**src/rtl/fft_stage_seq.sv**
```systemverilog
// Address/enable sequencer for the in-place radix-2 FFT: one 2^FFT_STG sweep per stage,
// a fixed drain gap between stages, plus stage/bank/first/last/busy/done status.
module fft_stage_seq #(
  parameter int FFT_STG   = 7,
  parameter int ADDR_W    = 7,
  parameter int DRAIN_CYC = 4
) (
  input  logic              iclk,
  input  logic              irst,
  input  logic              istart,
  input  logic              ihold,
  output logic              oen,
  output logic [ADDR_W-1:0] oaddr,
  output logic [3:0]        ostage,
  output logic              obank,
  output logic              ofirst,
  output logic              olast,
  output logic              obusy,
  output logic              odone
);

  localparam int DW = (DRAIN_CYC > 0) ? $clog2(DRAIN_CYC + 1) : 1;
  localparam logic [FFT_STG-1:0] CNT_MAX  = '1;
  localparam logic [3:0]         STG_LAST = 4'(FFT_STG - 1);
  localparam logic [DW-1:0]      DRAIN_LD = DW'(DRAIN_CYC);
  localparam logic [DW-1:0]      DRAIN_ONE = DW'(1);

  typedef enum logic [1:0] {S_IDLE, S_RUN, S_DRAIN, S_DONE} state_t;

  state_t              state_q;
  logic [FFT_STG-1:0]  cnt_q;
  logic [3:0]          stage_q;
  logic                bank_q;
  logic [DW-1:0]       drain_q;
  logic                oen_q, ofirst_q, olast_q, obusy_q, odone_q, obank_q;
  logic [ADDR_W-1:0]   oaddr_q;
  logic [3:0]          ostage_q;

  logic                last_stg;
  logic [3:0]          stage_d;
  logic [FFT_STG-1:0]  cnt_d;

  assign last_stg = (stage_q == STG_LAST);
  assign stage_d  = stage_q + 4'd1;
  assign cnt_d    = cnt_q + 1'b1;

  // Single-process FSM; every output is a register.
  // Handshake: oen is a pure valid (no ready); a held cycle issues nothing and keeps oaddr.
  always_ff @(posedge iclk or posedge irst) begin
    if (irst) begin
      state_q  <= S_IDLE;
      cnt_q    <= '0;
      stage_q  <= '0;
      bank_q   <= 1'b0;
      drain_q  <= '0;
      oen_q    <= 1'b0;
      oaddr_q  <= '0;
      ostage_q <= '0;
      obank_q  <= 1'b0;
      ofirst_q <= 1'b0;
      olast_q  <= 1'b0;
      obusy_q  <= 1'b0;
      odone_q  <= 1'b0;
    end else begin
      oen_q    <= 1'b0;
      ofirst_q <= 1'b0;
      olast_q  <= 1'b0;
      odone_q  <= 1'b0;
      case (state_q)
        S_IDLE: begin
          if (istart) begin
            state_q  <= S_RUN;
            cnt_q    <= '0;
            stage_q  <= '0;
            bank_q   <= 1'b0;
            ostage_q <= '0;
            obank_q  <= 1'b0;
            obusy_q  <= 1'b1;
          end
        end
        S_RUN: begin
          if (!ihold) begin
            oen_q    <= 1'b1;
            oaddr_q  <= ADDR_W'(cnt_q);
            ostage_q <= stage_q;
            obank_q  <= bank_q;
            ofirst_q <= (cnt_q == '0);
            olast_q  <= (cnt_q == CNT_MAX);
            cnt_q    <= cnt_d;
            if (cnt_q == CNT_MAX) begin
              if (DRAIN_CYC == 0) begin
                // No drain gap: the next stage's address 0 follows immediately.
                if (last_stg) begin
                  state_q <= S_DONE;
                end else begin
                  stage_q <= stage_d;
                  bank_q  <= ~bank_q;
                end
              end else begin
                state_q <= S_DRAIN;
                drain_q <= DRAIN_LD;
              end
            end
          end
        end
        S_DRAIN: begin
          if (drain_q == DRAIN_ONE) begin
            if (last_stg) begin
              state_q <= S_DONE;
            end else begin
              state_q <= S_RUN;
              stage_q <= stage_d;
              bank_q  <= ~bank_q;
            end
          end else begin
            drain_q <= drain_q - DRAIN_ONE;
          end
        end
        S_DONE: begin
          odone_q <= 1'b1;
          obusy_q <= 1'b0;
          state_q <= S_IDLE;
        end
        default: state_q <= S_IDLE;
      endcase
    end
  end

  assign oen    = oen_q;
  assign oaddr  = oaddr_q;
  assign ostage = ostage_q;
  assign obank  = obank_q;
  assign ofirst = ofirst_q;
  assign olast  = olast_q;
  assign obusy  = obusy_q;
  assign odone  = odone_q;

endmodule

```
**config.mk**
```make
export PLATFORM = sky130hd
export DESIGN_NAME = fft_stage_seq
export DESIGN_NICKNAME = d
export VERILOG_FILES = /design/src/rtl/fft_stage_seq.sv
export SDC_FILE = /design/constraint.sdc
export NUM_CORES = 1
export LEC_CHECK = 0
export CAP_MARGIN = 0
export CORE_MARGIN = 4
export CORE_UTILIZATION = 53
export DETAILED_ROUTE_END_ITERATION = 7
export PLACE_DENSITY = 0.77
export SLEW_MARGIN = 20
export SYNTH_ARGS = -nofsm -noshare
export SYNTH_HDL_FRONTEND = slang
export SYNTH_SLANG_ARGS = --single-unit
```
**constraint.sdc**
```tcl
create_clock -name iclk -period 1.9 [get_ports iclk]
set_clock_uncertainty 0.15 [all_clocks]
set_input_delay 0.285 -clock iclk [delete_from_list [all_inputs] [get_ports iclk]]
set_output_delay 0.285 -clock iclk [all_outputs]
set_load 0.1 [all_outputs]
```
==> summary.txt <==
Clock network
  – Worst-path clk slew: 110 ps
  – Clock sinks: 34
  – CTS tree: yes
  – Hold buffer count at cts: 0
  – Worst-Skew Late Latency: between 300 and 400 ps
  – Post-CTS Setup Inserts: 0
  – H-tree levels: 2
  – Maximum buffer depth of the clock tree: 2
  – CTS root buffer: clkbuf_4
  – CTS Buf Count: 5
  – PostCTS Resize Cnt: 0

Power
  – Clk pwr share: between 20% and 30%
  – Peak VDD IR: 0.0008986 V
  – Internal power: 1.909 mW
  – Switch Pwr: roughly 1.4 mW
  – Part of the power in registers: 33.4%
  – Power Density: ~1500 nW/um^2
  – Combinational share of power: approximately 46%
  – Sw Share: 42.38%
  – Lkg Pwr: 1.012 nW

Place
  – I/O Buffers: 20
  – DP HPWL: roughly 2500 um
  – Inst Count DP: between 200 and 250
  – GPL Wtd Cong: around 0.85
  – Setup WS pre-CTS: -182.7 ps

Yosys
  – Post-synth top flop: dfrtp_1
  – Yosys cell types: 40
  – Synth top cells by count: dfrtp_1, nand2_1, a22o_1, inv_1, o21ai_0
  – Synth Register Bits: 34
  – EDFF count, synth: 0
  – Area leader, netlist: dfrtp_1
  – Ys async rst share: 100.0%
  – Synth Instances: around 150
  – Top cells by area, synth: dfrtp_1, a22o_1, nand2_1, ha_1, o21ai_0
  – Most frequent cell after synthesis: dfrtp_1
  – Syn avg cell area: between 10 and 15 um^2
  – Post-Syn Area: around 1600 um^2
  – Sequential element share of the synthesized area: between 50% and 60%
  – Syn_nets: around 160
  – Top-area cell type share of the netlist area: a little over half
  – YS warnings: 0

Floorplan
  – Core area: roughly 2800 um^2
  – Starting density of the core: between 50 and 60%
  – # rows: 19
  – Die H: about 63 um
  – Die area: approximately 3900 um^2
  – Chip Width: about 63 um
  – IO Count: 21

STA
  – Max-slew violation count: 0
  – Final worst slack: about 130 ps
  – Min Tclk post-route: around 1800 ps
  – Slew margin rel.: 60.68%
  – Setup Viol. Count Final: 0
  – Endpoints failing hold: 0
  – Final hold slack: around 170 ps
  – Fin crit share: about 93%
  – Tightest Pin Transition: between 500 and 600 ps
  – Unrepaired setup endpoints after global routing: no
  – Fmax: ~560 MHz

Global route
  – GRT Util Overall: a little over a fifth
  – Largest net degree at the start of global routing: 35
  – Vias in the first global route: around 1,400
  – Congestion Overflow GR: 0
  – Initial antenna violation count: 0
  – First-pass GRT wire length: around 6500 um

Routing
  – DR iter-0 viols: between 70 and 80
  – Post-DRT Antenna Nets: 0
  – WL/cell: roughly 17 um
  – Routed vias: roughly 1,300
  – DR vias/cell: between 5 and 6
  – DRT Pass-1 Iters: 4
  – DRC viols: 0
  – Routed Wire Length: roughly 3600 um

Worst setup path
  – Depth of the most critical reg-to-reg path: 4
  – Critical path arrival: ~1900 ps
  – Worst Setup End Kind: register
  – WP data required: slightly below 2000 ps
  – Crit path launch type: register
  – Setup CP Type: register to register
  – Crit path max fanout: 4

Status
  – Status: finished, final reports clean

Min path
  – Worst hold path type: primary input to asynchronous set/reset pin

Cells and area
  – Share of cells above drive strength 1: around a quarter
  – Final-layout fill cell count: 187
  – # diodes: 0
  – Non-Filler Instances: 216
  – Nets: between 150 and 200
  – Area Growth Syn to Fin: 37.42%

Run
  – Max-cap violation count: 0
-- final cells by class --
cell class	instances	area [um^2]	share of cell area, %
clock buffers	6	51.30	2.360
inverters	10	37.54	1.727
repair buffers	31	452.9	20.84
clock inverters	2	60.06	2.763
multi-input cells	102	681.9	31.38
flip-flops and latches	34	850.8	39.15
well taps	31	38.79	1.785
-- path summary, 6_finish.rpt --
check / startpoint / slack (ps) / end
max in group asynchronous: irst / 1120 / stage_q[0]$_DFFE_PP0P_
min in group iclk: obusy$_DFFE_PP0P_ / 400 / obusy$_DFFE_PP0P_
setup / recovery: state_q[1]$_DFFE_PP0P_ / 130 / drain_q[0]$_DFFE_PP0P_
hold / removal: irst / 170 / oaddr[6]$_DFFE_PP0P_
setup reg to reg: state_q[1]$_DFFE_PP0P_ / 130 / drain_q[0]$_DFFE_PP0P_
hold reg to reg: obusy$_DFFE_PP0P_ / 400 / obusy$_DFFE_PP0P_
-- power by group through the flow --
stage	Combinational [mW]	Sequential, mW	Clock [mW]
detailed placement	1.51	1.11	0
global route	1.60	1.13	0.751
global placement	1.48	1.10	0
CTS	1.51	1.10	0.710
finish	1.51	1.10	0.697
floorplan	0.404	1.63	0
-- state kept, by name (all words and copies together) (netlist names), 2 cells and up --
signal	cells
cnt_q	7
oaddr	7
ostage	4
stage_q	4
drain_q	3
state_q	2
-- cells by family after synthesis --
kind of cell	share of synthesized area (%)
DFF	53.80
buffers and inverters	3.638
muxes	2.769
adders and majority gates	4.747
AOI/OAI and AO/OA	17.72
and+or+nand+nor	16.77
xor gates and xnor gates	0.5539
-- critical path: stages (launching register included) --
cell	delay [ps]
dfrtp_1	410
or3b_1	450
or3_1	410
inv_1	130
o21ai_0	100
-- cell usage in the layout (no fill, tap or decap), types with 4 or more instances in the layout --
| cell type | count |
|---|---|
| nor2_1 | 6 |
| buf_4 | 11 |
| ha_1 | 6 |
| dfrtp_1 | 34 |
| nand2_1 | 24 |
| or3_1 | 5 |
| inv_1 | 9 |
| buf_12 | 17 |
| a22o_1 | 11 |
| o21ai_0 | 9 |
| clkbuf_4 | 5 |
| a21oi_1 | 4 |
-- per-layer routing --
layer / share of wire (%) / vias up / GRT usage [%]
li1: - / 606 / -
met1: 43 / 630 / 25.12
met2: 50 / 33 / 33.82
met3: 5.5 / 5 / 7.194
met4: 1.9 / 0 / 9.917
met5: 0 / - / 0
-- stage by stage --
| stage | instance area [um^2] | util (%) | total power [mW] | setup TNS, ps |
|---|---|---|---|---|
| after floorplan | 1582 | - | 2.035 | 0 |
| after global placement | 2053 | 73.19 | 2.574 | -716.6 |
| after detailed placement | 2053 | 73.19 | 2.617 | -1129 |
| after CTS | 2165 | 77.16 | 3.324 | 0 |
| after global routing | 2173 | 77.48 | 3.483 | 0 |
| final | 2173 | 77.48 | 3.313 | 0 |
Note: power is estimated with default switching activity, not from simulation.
